File: src/rtl/serializer_framed.sv
// rtl/serializer_framed.sv - FIFO-buffered framed one-wire serializer
module serializer_framed #(
    parameter int DATA_WIDTH   = 8,
    parameter int FIFO_DEPTH   = 4,
    parameter int CLKS_PER_BIT = 1,
    parameter int MSB_FIRST    = 0,
    parameter int PARITY_EN    = 0,
    parameter int PARITY_ODD   = 0,
    parameter int STOP_BITS    = 1
) (
    input  logic                          clock,
    input  logic                          reset,
    input  logic [DATA_WIDTH-1:0]         data_in,
    input  logic                          in_valid,
    output logic                          in_ready,
    output logic                          data_out,
    output logic                          busy,
    output logic [$clog2(FIFO_DEPTH):0]   fifo_count,
    output logic                          tx_done
);

    localparam int PW = $clog2(FIFO_DEPTH);
    localparam int CW = PW + 1;
    localparam int TW = $clog2(CLKS_PER_BIT) + 1;
    localparam int BW = $clog2(DATA_WIDTH) + 2;

    typedef enum logic [2:0] {
        S_IDLE,
        S_START,
        S_DATA,
        S_PARITY,
        S_STOP
    } state_t;

    logic [DATA_WIDTH-1:0] r_mem [FIFO_DEPTH];
    logic [PW-1:0]         r_wr_ptr;
    logic [PW-1:0]         r_rd_ptr;
    logic [CW-1:0]         r_count;

    state_t                r_state;
    state_t                w_next_state;
    logic [TW-1:0]         r_timer;
    logic [BW-1:0]         r_bit_cnt;
    logic [DATA_WIDTH-1:0] r_shift;
    logic                  r_parity;

    logic w_in_ready;
    logic w_push;
    logic w_pop;
    logic w_fifo_nonempty;
    logic w_bit_end;
    logic w_last_data;
    logic w_last_stop;
    logic w_data_out;
    logic w_tx_done;

    assign w_in_ready      = (r_count != CW'(FIFO_DEPTH));
    assign w_push          = in_valid && w_in_ready;
    assign w_fifo_nonempty = (r_count != '0);
    assign w_bit_end       = (r_timer == TW'(CLKS_PER_BIT - 1));
    assign w_last_data     = (r_bit_cnt == BW'(DATA_WIDTH - 1));
    assign w_last_stop     = (r_bit_cnt == BW'(STOP_BITS - 1));

    assign in_ready   = w_in_ready;
    assign data_out   = w_data_out;
    assign tx_done    = w_tx_done;
    assign fifo_count = r_count;
    assign busy       = (r_state != S_IDLE) || w_fifo_nonempty;

    // FIFO storage: written on every accepted push, never reset
    always_ff @(posedge clock) begin
        if (w_push) begin
            r_mem[r_wr_ptr] <= data_in;
        end
    end

    // FIFO pointers and occupancy; pointers wrap naturally at the power-of-two depth
    always_ff @(posedge clock) begin
        if (reset) begin
            r_wr_ptr <= '0;
            r_rd_ptr <= '0;
            r_count  <= '0;
        end else begin
            if (w_push) begin
                r_wr_ptr <= r_wr_ptr + PW'(1);
            end
            if (w_pop) begin
                r_rd_ptr <= r_rd_ptr + PW'(1);
            end
            case ({w_push, w_pop})
                2'b10:   r_count <= r_count + CW'(1);
                2'b01:   r_count <= r_count - CW'(1);
                default: r_count <= r_count;
            endcase
        end
    end

    // Frame FSM next state, line value, pop request and end-of-frame pulse
    always_comb begin
        w_next_state = r_state;
        w_pop        = 1'b0;
        w_tx_done    = 1'b0;
        w_data_out   = 1'b1;
        case (r_state)
            S_IDLE: begin
                if (w_fifo_nonempty) begin
                    w_pop        = 1'b1;
                    w_next_state = S_START;
                end
            end
            S_START: begin
                w_data_out = 1'b0;
                if (w_bit_end) begin
                    w_next_state = S_DATA;
                end
            end
            S_DATA: begin
                w_data_out = (MSB_FIRST != 0) ? r_shift[DATA_WIDTH-1] : r_shift[0];
                if (w_bit_end && w_last_data) begin
                    w_next_state = (PARITY_EN != 0) ? S_PARITY : S_STOP;
                end
            end
            S_PARITY: begin
                w_data_out = r_parity;
                if (w_bit_end) begin
                    w_next_state = S_STOP;
                end
            end
            S_STOP: begin
                w_data_out = 1'b1;
                if (w_bit_end && w_last_stop) begin
                    w_tx_done = 1'b1;
                    // Only words already buffered before this edge chain directly
                    if (w_fifo_nonempty) begin
                        w_pop        = 1'b1;
                        w_next_state = S_START;
                    end else begin
                        w_next_state = S_IDLE;
                    end
                end
            end
            default: begin
                w_next_state = S_IDLE;
            end
        endcase
    end

    // FSM state, bit timer, bit counter, shift register and parity capture
    always_ff @(posedge clock) begin
        if (reset) begin
            r_state   <= S_IDLE;
            r_timer   <= '0;
            r_bit_cnt <= '0;
            r_shift   <= '0;
            r_parity  <= 1'b0;
        end else begin
            r_state <= w_next_state;

            if (r_state == S_IDLE || w_bit_end) begin
                r_timer <= '0;
            end else begin
                r_timer <= r_timer + TW'(1);
            end

            // The bit counter tracks data bits in DATA and stop bits in STOP
            if (r_state == S_IDLE) begin
                r_bit_cnt <= '0;
            end else if (w_bit_end) begin
                if (w_next_state != r_state) begin
                    r_bit_cnt <= '0;
                end else begin
                    r_bit_cnt <= r_bit_cnt + BW'(1);
                end
            end

            if (w_pop) begin
                r_shift  <= r_mem[r_rd_ptr];
                r_parity <= (^r_mem[r_rd_ptr]) ^ (PARITY_ODD != 0);
            end else if (r_state == S_DATA && w_bit_end) begin
                if (MSB_FIRST != 0) begin
                    r_shift <= r_shift << 1;
                end else begin
                    r_shift <= r_shift >> 1;
                end
            end
        end
    end

endmodule

File: config.mk
export PLATFORM = sky130hd
export DESIGN_NAME = serializer_framed
export DESIGN_NICKNAME = d
export VERILOG_FILES = /design/src/rtl/serializer_framed.sv
export SDC_FILE = /design/constraint.sdc
export NUM_CORES = 1
export LEC_CHECK = 0
export ABC_AREA = 1
export BUFFER_PORTS_ARGS = -buffer_cell sky130_fd_sc_hd__buf_2
export CORE_UTILIZATION = 60
export CTS_CLUSTER_SIZE = 30
export DETAILED_ROUTE_END_ITERATION = 6
export GPL_TIMING_DRIVEN = 1
export PLACE_DENSITY = 0.79
export SLEW_MARGIN = 25
export SYNTH_ARGS = -nofsm -noshare
export SYNTH_HDL_FRONTEND = slang
export SYNTH_SLANG_ARGS = --single-unit
File: constraint.sdc
create_clock -name clock -period 3 [get_ports clock]
set_clock_uncertainty 0.15 [all_clocks]
set_input_delay 0.6 -clock clock [delete_from_list [all_inputs] [get_ports clock]]
set_output_delay 0.6 -clock clock [all_outputs]
set_load 0.02 [all_outputs]
Yosys cells after proc, flatten, opt, wreduce, memory -nomap -nowiden
Memory sizes are Yosys's and may differ from the RTL's. A register that Yosys moved wholly into a read port is not among the register bits.
Cells that the tools add are included.
{ "classes": {"addsub": 6, "eq_ne": 9, "muxes": 21, "bitwise": 1, "n_reduce_logical": 15} }
{ "ops": {"columns": ["operator", "count"], "rows": [
  ["8-bit 2-to-1 mux", 2],
  ["3-bit 2-to-1 mux", 5],
  ["3-bit case mux with 5 select lines", 1],
  ["8-bit XOR reduction", 1],
  ["1-bit 2-to-1 mux", 7],
  ["3-bit by 2-bit == test with 1-bit output, second input constant", 2],
  ["3-bit case mux with 2 select lines", 1],
  ["3-bit nonzero test", 2],
  ["5-bit by 1-bit adder with 5-bit output, second input constant", 1],
  ["5-bit by 3-bit == test with 1-bit output, second input constant", 1],
  ["5-bit logical NOT", 1],
  ["5-bit 2-to-1 mux", 1],
  ["2-bit by 1-bit adder with 2-bit output, second input constant", 2],
  ["1-bit logical AND", 4],
  ["2-bit 2-to-1 mux", 2],
  ["2-bit nonzero test", 2],
  ["2-bit OR reduction", 2],
  ["3-bit by 1-bit adder with 3-bit output, second input constant", 1],
  ["3-bit by 1-bit == test with 1-bit output, second input constant", 1],
  ["3-bit == test, second input constant", 1],
  ["3-bit logical NOT", 1],
  ["3-bit != test", 1],
  ["3-bit != test, second input constant", 1],
  ["1-bit case mux with 3 select lines", 1],
  ["7 further kinds", 8]
]} }
{ "totals": {"ff_bits": 25, "ram_bits": 32, "in_bits": 11, "out_inout_bits": 7, "word_cells": 61, "n_memories": 1} }
{ "memory_table": {"columns": ["memory", "depth", "width", "rd", "rd_clocked_by_memory_dff", "write_ports", "line_no", "text"], "rows": [
  ["r_mem", 4, 8, 1, 1, 1, "35", "logic [DATA_WIDTH-1:0] r_mem [FIFO_DEPTH];"]
]} }

Longest topological paths before layout
Gate-level depths: netlist (run 1).
{ "logic_depth": {"depth_word": 6, "ltp_mapped": 16, "depth_no_buf": 14} }

Least setup slack after synthesis (run 1)
Ideal clock, no wire load.
{ "synth_path": {"path_kind": "register to register", "start": "register r_bit_cnt[0]", "end": "register r_count[2] (netlist: fifo_count[2])", "setup_ps": 122, "arrival_ps": 2026, "t_required_ps": 2728, "slack_ps": 702, "stages_incl_launch_ff": 15, "cell_sequence": "dfxtp_1 > inv_1 > ha_1 > nand4_1 > nand2_1 > nand2_1 > inv_1 > buf_4 > ha_1 > inv_1 > fa_1 > a21oi_1 > o21ai_0 > o21ai_0 > a21oi_1"} }
{ "synth_between": {"elab_chain_cells": 6, "elab_cells_between_ends": 8, "classes_between": "2 x eq/ne; 3 x mux; 3 x reduce/logical"} }
{ "synth_rtl": {"columns": ["item", "line_no", "text"], "rows": [
  ["start, declared", "43", "logic [BW-1:0] r_bit_cnt;"],
  ["start signal, assigned", "172", "r_bit_cnt <= r_bit_cnt + BW'(1);"],
  ["5-bit logical NOT *", "62", "assign w_last_stop = (r_bit_cnt == BW'(STOP_BITS - 1));"],
  ["1-bit logical AND *", "131", "if (w_bit_end && w_last_stop) begin"],
  ["1-bit 2-to-1 mux *", "131", null],
  ["1-bit case mux with 2 select lines *", "104", "case (r_state)"],
  ["2-bit by 1-bit == test with 1-bit output / 2-bit == test (equally long branches)", "90", "case ({w_push, w_pop})"],
  ["3-bit case mux with 2 select lines / 2-bit nonzero test (equally long branches)", null, null],
  ["end signal, assigned", "91", "2'b10: r_count <= r_count + CW'(1);"],
  ["end signal, assigned", "92", "2'b01: r_count <= r_count - CW'(1);"],
  ["end signal, assigned", "93", "default: r_count <= r_count;"],
  ["end, declared", "38", "logic [CW-1:0] r_count;"]
]} }
Mark *: on every way between the ends. The rest lies on a longest branch, timed or not.
A chain may end at the register's enable or synchronous reset.

Final worst setup path (run 1)
Ends and elaborated chain as after synthesis.

==> impl_metrics.env, run 1 <==
export IMPL_p_int_uw=1715
export IMPL_die_height_um=70.33
export IMPL_first_global_vias=2019
export IMPL_cts_hold_buffers=0
export IMPL_synthXorXnorAreaFrac_pct=1.251
export IMPL_p_clk_share_pct=22.1
export IMPL_dp_hpwl_mm=3.448
export IMPL_dr_pass1_iters=4
export IMPL_p_comb_share_pct=37.6
export IMPL_dr_first_iter_drc_count=122
export IMPL_antenna_cells=0
export IMPL_min_path_type="flop to flop"
export IMPL_tightest_slew_ps=823.0
export IMPL_route_vias_total=2126
export IMPL_finalMaxSlewViolations=0
export IMPL_crit_type="flop to flop"
export IMPL_cts_buffer_depth=2
export IMPL_synth_seq_cells=59
export IMPL_hold_violations=0
export IMPL_die_w_um=70.33
export IMPL_period_needed_ps=2570
export IMPL_port_buffers=17
export IMPL_finalSetupViolCount=0
export IMPL_finalWirelength_mm=5.041
export IMPL_cts_root_buffer="clkbuf_8"
export IMPL_viasPerCell=5.236
export IMPL_endpoint_kind="flop"
export IMPL_cts_resized=0
export IMPL_fmax_mhz=389.1
export IMPL_track_usage_pct=23.13
export IMPL_syn_to_final_growth_pct=8.888
export IMPL_numCtsBuffers=9
export IMPL_synth_adder_area_share_pct=3.841
export IMPL_muxShareOfSynthArea_pct=0
export IMPL_cap_viol_max_count=0
export IMPL_clk_pin_slew_ps=60
export IMPL_start_util_pct=63.46
export IMPL_grt_first_pass_wirelength_mm=8.638
export IMPL_setup_tns_ps=0
export IMPL_core_um2=4414
export IMPL_netlist_area_leader_share_pct=34.30
export IMPL_synth_area_leaders="edfxtp_1 34%, dfxtp_1 19%, nand2_1 15%, nand3_1 4.6%, inv_1 4.3%"
export IMPL_syn_num_nets=349
export IMPL_crit_path_max_fanout=13
export IMPL_power_leakage_uw=0.001344
export IMPL_grt_max_degree=19
export IMPL_drive_gt1_share_pct=13.28
export IMPL_arrival_ps=2640
export IMPL_synth_largest_area_cell="edfxtp_1"
export IMPL_die_area_um2=4946
export IMPL_antenna_found_initial=0
export IMPL_cts_sinks=59
export IMPL_max_vdd_ir_drop_mv=0.5331
export IMPL_relSlewSlack_pct=44.93
export IMPL_critPathLaunchType="flop"
export IMPL_power_density_nw_per_um2=932.2
export IMPL_switchingPower_uw=1128
export IMPL_ys_types=26
export IMPL_synth_top_family_by_area="simple AND/OR/NAND/NOR gates"
export IMPL_crit_required_ps=3070
export IMPL_syn_avg_cell_area_um2=8.489
export IMPL_ant_nets=0
export IMPL_gr_total_overflow=0
export IMPL_rsz0062_at_grt="no"
export IMPL_post_cts_buffers=0
export IMPL_synthSimpleGateAreaFrac_pct=27.20
export IMPL_p_seq_share_pct=40.3
export IMPL_finish_utilization_pct=69.10
export IMPL_tritoncts="yes"
export IMPL_synth_compound_area_share_pct=6.342
export IMPL_ys_warn_count=0
export IMPL_rows=24
export IMPL_nFillCells=380
export IMPL_syn_area_um2=2801
export IMPL_p_sw_share_pct=39.68
export IMPL_drcViolationCount=0
export IMPL_gp_congestion=0.8432
export IMPL_num_nets_final=368
export IMPL_syn_instance_count=330
export IMPL_route_detailed_wl_per_inst_um=12.42
export IMPL_io_pins=18
export IMPL_status="finished clean"
export IMPL_clkLatencyLatePin_ps=330
export IMPL_seq_area_frac_synth_pct=53.60
export IMPL_h_tree_depth=3
export IMPL_fin_crit_sh_pct=85.67
==> synth_stat cells (all sizes together) <==
library cell,count
nand3,26
conb,1
nand4,5
buf,8
o21ai,10
dfxtp,27
clkbuf,1
nor2,17
nand2,127
inv,36
ha,7
a21oi,15
nor3,5
edfxtp,32
xor2,3
fa,1
a31oi,7
o221ai,1
xnor2,1
==> power by group through the flow <==
stage / sequential, µW / combinational (µW) / clock, µW
6_report: 1150 / 1070 / 629
3_3_place_gp: 1150 / 1040 / 0
4_1_cts: 1150 / 1070 / 644
2_1_floorplan: 1120 / 913 / 0
5_1_grt: 1170 / 1230 / 675
3_5_place_dp: 1160 / 1060 / 0
==> sequential cells by signal, indices dropped and copies added (netlist names), named ones only <==
register    flops
r_state         3
r_rd_ptr        2
fifo_count      3
r_bit_cnt       5
r_mem          32
r_parity        1
r_wr_ptr        2
r_timer         1
r_shift         8
==> stage by stage <==
stage          total power [µW]  setup slack [ps]  hold WS, ps  instances  cell area, µm²
6_report                   2844             429.8        324.4        406            3050
5_1_grt                    3078             148.9        318.1        406            3050
4_1_cts                    2859             437.1        313.9        406            3050
3_5_place_dp               2225             449.9        311.0        390            2878
3_3_place_gp               2192             514.4        295.0        390            2878
2_1_floorplan              2032             701.9        285.7        330            2801
==> logic make-up (layout without fill, tap and decap cells) <==
kind of cell	count (synthesis)	after routing
and+or+nand+nor	180	180
DFF	59	59
buffers and inverters	45	69
AOI/OAI and AO/OA	33	33
adders and majority gates	8	8
xor gates and xnor gates	4	4
other	1	1
==> cell usage in the layout, fill, tap and decap left out, types with 2 or more instances in the layout <==
| cell | count |
|---|---|
| inv_2 | 3 |
| inv_1 | 32 |
| nor3_1 | 4 |
| a21oi_1 | 15 |
| o21ai_0 | 10 |
| nor2_1 | 17 |
| nand3_1 | 26 |
| xor2_1 | 3 |
| nand4_1 | 5 |
| a31oi_1 | 7 |
| clkbuf_8 | 11 |
| clkbuf_1 | 3 |
| clkinv_2 | 2 |
| ha_1 | 7 |
| edfxtp_1 | 32 |
| nand2_2 | 12 |
| buf_2 | 17 |
| nand2_1 | 115 |
| dfxtp_1 | 27 |
==> worst max-delay path: stages, from the launching register on <==
cell	delay, ps
dfxtp_1	340
inv_1	70
ha_1	140
nand4_1	150
nand2_1	90
nand2_1	120
inv_1	300
ha_1	210
inv_1	60
fa_1	370
a21oi_1	140
o21ai_0	110
o21ai_0	160
a21oi_1	50
==> final cells by class <==
cell class / instances / area [µm²] / area share (%)
inverter: 36 / 140.1 / 4.594
clock inverter: 2 / 10.01 / 0.3281
tap: 52 / 65.06 / 2.133
timing repair buffer: 17 / 85.08 / 2.789
clock buffer: 14 / 162.7 / 5.332
multi-input combinational: 226 / 1086 / 35.60
sequential: 59 / 1501 / 49.22
==> routing by layer <==
metal	track usage (%)	vias up	share of wire, %
met5	0	-	0
met4	9.778	0	1.2
li1	-	1110	-
met2	35.87	53	48
met1	29.24	956	47
met3	8.225	7	4.1
==> worst paths after layout <==
| kind | endpoint | start | cells past startpoint | slack [ps] |
|---|---|---|---|---|
| min reg2reg | r_rd_ptr[1] | r_rd_ptr[1] | 2 | 320 |
| max reg2reg | fifo_count[2] | r_bit_cnt[0] | 13 | 430 |
| max | fifo_count[2] | r_bit_cnt[0] | 13 | 430 |
| min | r_rd_ptr[1] | r_rd_ptr[1] | 2 | 320 |
Note: power is estimated with default switching activity, not from simulation.
==> run 2, diff against run 1 <==
- PLACE_DENSITY: 0.79 -> 0.82
==> run 2 against run 1 <==
Effect of this change:
- fmax is 1.3% lower
- clock-buffer cell count is 1 higher
- hold slack worse by 8.5 ps
- power is 3.0% higher
- cell area is 0.98% higher
- combinational power hardly changed
- first-iteration DRC count is 13% higher
- register-to-register slack worse by 30 ps
- final cell count stayed put
- worst setup slack worse by 33 ps
- clock power is 12% higher
==> impl_metrics.env, run 2 (same netlist as run 1, synthesis figures left out) <==
export IMPL_max_vdd_ir_drop_mv=0.4889
export IMPL_clk_pin_slew_ps=60
export IMPL_path_cells="inv_2 -> nand4_1 -> nand2_1 -> nand2_1 -> inv_1 -> ha_1 -> inv_1 -> fa_1 -> a21oi_1 -> o21ai_0 -> o21ai_0 -> a21oi_1"
export IMPL_dr_pass1_iters=5
export IMPL_hold_violations=0
export IMPL_port_buffers=17
export IMPL_min_path_type="flop to flop"
export IMPL_crit_type="flop to flop"
export IMPL_power_leakage_uw=0.001358
export IMPL_critPathLaunchType="flop"
export IMPL_relSlewSlack_pct=43.20
export IMPL_cts_resized=0
export IMPL_finish_utilization_pct=69.78
export IMPL_cpPeakStageDelay_ps=370
export IMPL_cts_hold_buffers=0
export IMPL_arrival_ps=2670
export IMPL_period_needed_ps=2603
export IMPL_clkLatencyLatePin_ps=330
export IMPL_route_detailed_wl_per_inst_um=12.63
export IMPL_num_nets_final=368
export IMPL_die_height_um=70.33
export IMPL_final_cell_mix="115 x nand2_1, 32 x inv_1, 32 x edfxtp_1, 27 x dfxtp_1, 26 x nand3_1"
export IMPL_p_int_uw=1790
export IMPL_post_dp_cell_area_um2=2878
export IMPL_fmax_mhz=384.2
export IMPL_top_register="r_mem"
export IMPL_gr_total_overflow=0
export IMPL_cts_buffer_depth=2
export IMPL_drive_gt1_share_pct=13.56
export IMPL_rsz0062_at_grt="no"
export IMPL_p_comb_share_pct=36.8
export IMPL_grt_max_degree=19
export IMPL_fin_crit_sh_pct=86.77
export IMPL_post_cts_buffers=0
export IMPL_tightest_slew_ps=848.9
export IMPL_cts_sinks=59
export IMPL_critical_path_buf_inv_count=3
export IMPL_ant_nets=0
export IMPL_p_sw_share_pct=38.92
export IMPL_die_w_um=70.33
export IMPL_cts_root_buffer="clkbuf_8"
export IMPL_h_tree_depth=3
export IMPL_critPathSlowestCell="fa_1"
export IMPL_setup_tns_ps=0
export IMPL_io_pins=18
export IMPL_finalWirelength_mm=5.127
export IMPL_core_um2=4414
export IMPL_drcViolationCount=0
export IMPL_final_common_cell="nand2_1"
export IMPL_pre_cts_ws_ps=431.4
export IMPL_first_global_vias=1932
export IMPL_largest_reg_flops=32
export IMPL_start_util_pct=63.46
export IMPL_p_seq_share_pct=39.1
export IMPL_switchingPower_uw=1140
export IMPL_power_density_nw_per_um2=951.2
export IMPL_crit_required_ps=3070
export IMPL_dp_hpwl_mm=3.597
export IMPL_crit_path_max_fanout=13
export IMPL_track_usage_pct=21.77
export IMPL_finalMaxSlewViolations=0
export IMPL_timing_hold_ws_ps=315.9
export IMPL_fin_area_um2=3080
export IMPL_antenna_cells=0
export IMPL_cp_top_family="adder cells"
export IMPL_grt_first_pass_wirelength_mm=8.197
export IMPL_p_clk_share_pct=24.1
export IMPL_die_area_um2=4946
export IMPL_rows=24
export IMPL_status="finished clean"
export IMPL_gp_congestion=0.8635
export IMPL_reg_largest_list="r_mem (32), r_shift (8), r_bit_cnt (5)"
export IMPL_endpoint_kind="flop"
export IMPL_antenna_found_initial=0
export IMPL_cap_viol_max_count=0
export IMPL_viasPerCell=5.281
export IMPL_route_vias_total=2144
export IMPL_tritoncts="yes"
export IMPL_finalSetupViolCount=0
export IMPL_numCtsBuffers=9
export IMPL_syn_to_final_growth_pct=9.960
export IMPL_fin_ws_ps=397.0
export IMPL_dr_first_iter_drc_count=138
[run 2: worst reg2reg max path: cells and delay by family, from the launching register on]
family          cells  cell delay [ps]
fa+ha+maj           2              580
simple gates        3              370
flops               1              360
compound gates      4              490
buf+inv             3              530
[run 2: per-layer routing]
layer | routed length (µm) | track usage (%) | up-vias | part of all wire [%]
met5 | 0 | 0 | - | 0
met4 | 98 | 9.778 | 0 | 1.9
met3 | 222 | 7.071 | 13 | 4.3
met2 | 2596 | 36.51 | 55 | 51
met1 | 2210 | 25.24 | 962 | 43
li1 | - | - | 1114 | -
[run 2: final timing paths]
path              startpoint            end  slack [ps]  depth (start not counted)
hold / removal    r_shift[7]     r_shift[7]         320                          2
setup / recovery     r_timer  fifo_count[2]         400                         12
hold reg to reg   r_shift[7]     r_shift[7]         320                          2
setup reg to reg     r_timer  fifo_count[2]         400                         12
[run 2: layout make-up]
cell class                 instances  area, µm²
sequential                        59       1501
clock buffer                      15      197.7
inverter                          36      140.1
timing repair buffer              17      85.08
tap                               52      65.06
clock inverter                     1      5.005
multi-input combinational        226       1086
fill                             346       1334
[run 2: power groups by stage]
stage / logic [µW] / clock network [µW] / registers, µW
after global routing: 1220 / 745 / 1170
after global placement: 1030 / 0 / 1160
final: 1080 / 706 / 1150
after CTS: 1080 / 716 / 1150
after floorplan: 913 / 0 / 1120
after detailed placement: 1070 / 0 / 1160
[run 2: stage by stage]
stage	std cells	power (µW)
2_1_floorplan	330	2032
3_3_place_gp	390	2188
3_5_place_dp	390	2228
4_1_cts	406	2938
5_1_grt	406	3129
6_report	406	2930
==> run 3, diff against run 2 <==
- CELL_PAD_IN_SITES_DETAIL_PLACEMENT: unset -> 0
- CELL_PAD_IN_SITES_GLOBAL_PLACEMENT: unset -> 2
- CORE_UTILIZATION: 60 -> 37
- CTS_BUF_LIST: unset -> sky130_fd_sc_hd__clkbuf_16
==> run 3 against run 2 <==
Effect of this change:
- cell area rose by 6.6%
- non-clock buffer count rose by 5
- via count fell by 1.8%
- first-iteration DRC count fell by 44%
- hold slack got worse by 2.9 ps
- critical endpoint unchanged
- largest cell class unchanged
==> impl_metrics.env, run 3 (same netlist as run 1, synthesis figures left out) <==
export IMPL_reg2reg_setup_slack_ps=410
export IMPL_die_area_um2=7924
export IMPL_port_buffers=17
export IMPL_viasPerCell=4.596
export IMPL_reg2reg_from="r_bit_cnt[0]"
export IMPL_clkLatencyLatePin_ps=320
export IMPL_hold_violations=0
export IMPL_cts_root_buffer="clkbuf_16"
export IMPL_arrival_ps=2650
export IMPL_core_um2=7292
export IMPL_finalWirelength_mm=5.225
export IMPL_dr_pass1_iters=4
export IMPL_syn_to_final_growth_pct=17.20
export IMPL_rsz0062_at_grt="no"
export IMPL_regArea_um2=1501
export IMPL_cts_buffer_depth=2
export IMPL_cap_viol_max_count=0
export IMPL_crit_type="flop to flop"
export IMPL_antenna_found_initial=0
export IMPL_tritoncts="yes"
export IMPL_dr_first_iter_drc_count=77
export IMPL_status="finished clean"
export IMPL_crit_top_cell="inv_1"
export IMPL_relSlewSlack_pct=50.68
export IMPL_finalSetupViolCount=0
export IMPL_power_leakage_uw=0.001432
export IMPL_fin_crit_sh_pct=86.38
export IMPL_path_cells="inv_1 -> ha_1 -> nand4_1 -> nand2_1 -> nand2_1 -> inv_1 -> ha_1 -> inv_1 -> fa_1 -> a21oi_1 -> o21ai_0 -> o21ai_0 -> a21oi_1"
export IMPL_rows=31
export IMPL_route_detailed_wl_per_inst_um=11.41
export IMPL_nFillCells=733
export IMPL_largest_reg_flops=32
export IMPL_timing_critical_path_from="r_bit_cnt[0]"
export IMPL_antenna_cells=0
export IMPL_fin_area_um2=3283
export IMPL_final_common_cell="nand2_1"
export IMPL_multi_input_area_um2=1086
export IMPL_crit_required_ps=3050
export IMPL_grt_max_degree=19
export IMPL_reg_largest_list="r_mem (32), r_shift (8), r_bit_cnt (5)"
export IMPL_top_register="r_mem"
export IMPL_numCtsBuffers=9
export IMPL_pre_cts_ws_ps=371.2
export IMPL_fin_ws_ps=408.7
export IMPL_grt_first_pass_wirelength_mm=8.832
export IMPL_p_total_uw=3285
export IMPL_fmax_mhz=385.9
export IMPL_max_vdd_ir_drop_mv=0.3709
export IMPL_start_util_pct=38.42
export IMPL_drcViolationCount=0
export IMPL_h_tree_depth=3
export IMPL_final_cell_mix="115 x nand2_1, 33 x inv_1, 32 x edfxtp_1, 27 x dfxtp_1, 26 x nand3_1"
export IMPL_first_global_vias=1915
export IMPL_cts_hold_buffers=0
export IMPL_tightest_slew_ps=738.7
export IMPL_post_cts_buffers=0
export IMPL_cts_sinks=59
export IMPL_power_density_nw_per_um2=1000
export IMPL_drive_gt1_share_pct=14.48
export IMPL_die_height_um=89.02
export IMPL_finalMaxSlewViolations=0
export IMPL_cp_endpoint="fifo_count[2]"
export IMPL_period_needed_ps=2591
export IMPL_gp_congestion=0.7868
export IMPL_r2r_end="fifo_count[2]"
export IMPL_route_vias_total=2105
export IMPL_clk_pin_slew_ps=50
export IMPL_r2r_cells=13
export IMPL_crit_path_max_fanout=13
export IMPL_finish_utilization_pct=45.02
export IMPL_dp_hpwl_mm=3.734
export IMPL_die_w_um=89.02
export IMPL_io_pins=18
export IMPL_setup_tns_ps=0
export IMPL_min_path_type="flop to flop"
export IMPL_track_usage_pct=14.95
export IMPL_cts_resized=0
export IMPL_gr_total_overflow=0
export IMPL_post_dp_cell_area_um2=2974
export IMPL_ant_nets=0
export IMPL_critPathSlowestCell="fa_1"
export IMPL_num_nets_final=373
export IMPL_cpPeakStageDelay_ps=370
export IMPL_endpoint_kind="flop"
export IMPL_critPathLaunchType="flop"
[run 3: cell types whose count changed in the layout (fill, tap and decap cells not counted)]
| cell | previous run | this run |
|---|---|---|
| buf_4 | 0 | 5 |
| clkinvlp_4 | 0 | 1 |
| clkbuf_16 | 1 | 9 |
| clkbuf_1 | 2 | 0 |
| bufinv_16 | 0 | 2 |
| inv_1 | 32 | 33 |
| clkinv_1 | 0 | 2 |
| clkbuf_8 | 12 | 0 |
[run 3: critical path, delay by kind of cell (launching register included)]
kind,cells,cell delay [ps]
AOI/OAI and AO/OA,4,450
adders and majority gates,3,720
DFF,1,340
buffers and inverters,3,440
and+or+nand+nor,3,380
[run 3: how the worst min path moves through the flow]
stage,start,endpoint,slack (ps),depth (start not counted)
after floorplan,r_rd_ptr[1],flop,290,2
after global placement,r_rd_ptr[1],flop,300,2
after detailed placement,r_rd_ptr[1],r_rd_ptr[1],310,2
after CTS,r_shift[7],r_shift[7],320,2
after global routing,data_in[7],r_mem[2][7],340,1
final,r_rd_ptr[1],flop,310,2
[run 3: stage by stage]
stage / instances / hold WS (ps)
6_report: 458 / 313.0
5_1_grt: 458 / 339.9
4_1_cts: 458 / 316.6
3_5_place_dp: 442 / 310.1
3_3_place_gp: 442 / 296.5
2_1_floorplan: 330 / 285.7
[run 3: layer usage]
layer	wire length (µm)	share of wire [%]	track usage [%]
met5	0	0	0
met3	169	3.2	4.063
met4	60	1.1	5.339
met2	2374	45	23.64
met1	2621	50	19.84
[run 3: report_power, final]
group / switching (µW) / internal, µW
registers: 117 / 1010
logic: 729 / 371
clock network: 338 / 715
[run 3: layout make-up]
| cell class | instances | area share, % |
|---|---|---|
| Clock buffer | 9 | 6.860 |
| Clock inverter | 7 | 2.553 |
| Inverter | 36 | 4.268 |
| Multi-Input combinational cell | 226 | 33.08 |
| Sequential cell | 59 | 45.73 |
| Tap cell | 99 | 3.773 |
| Timing Repair Buffer | 22 | 3.735 |
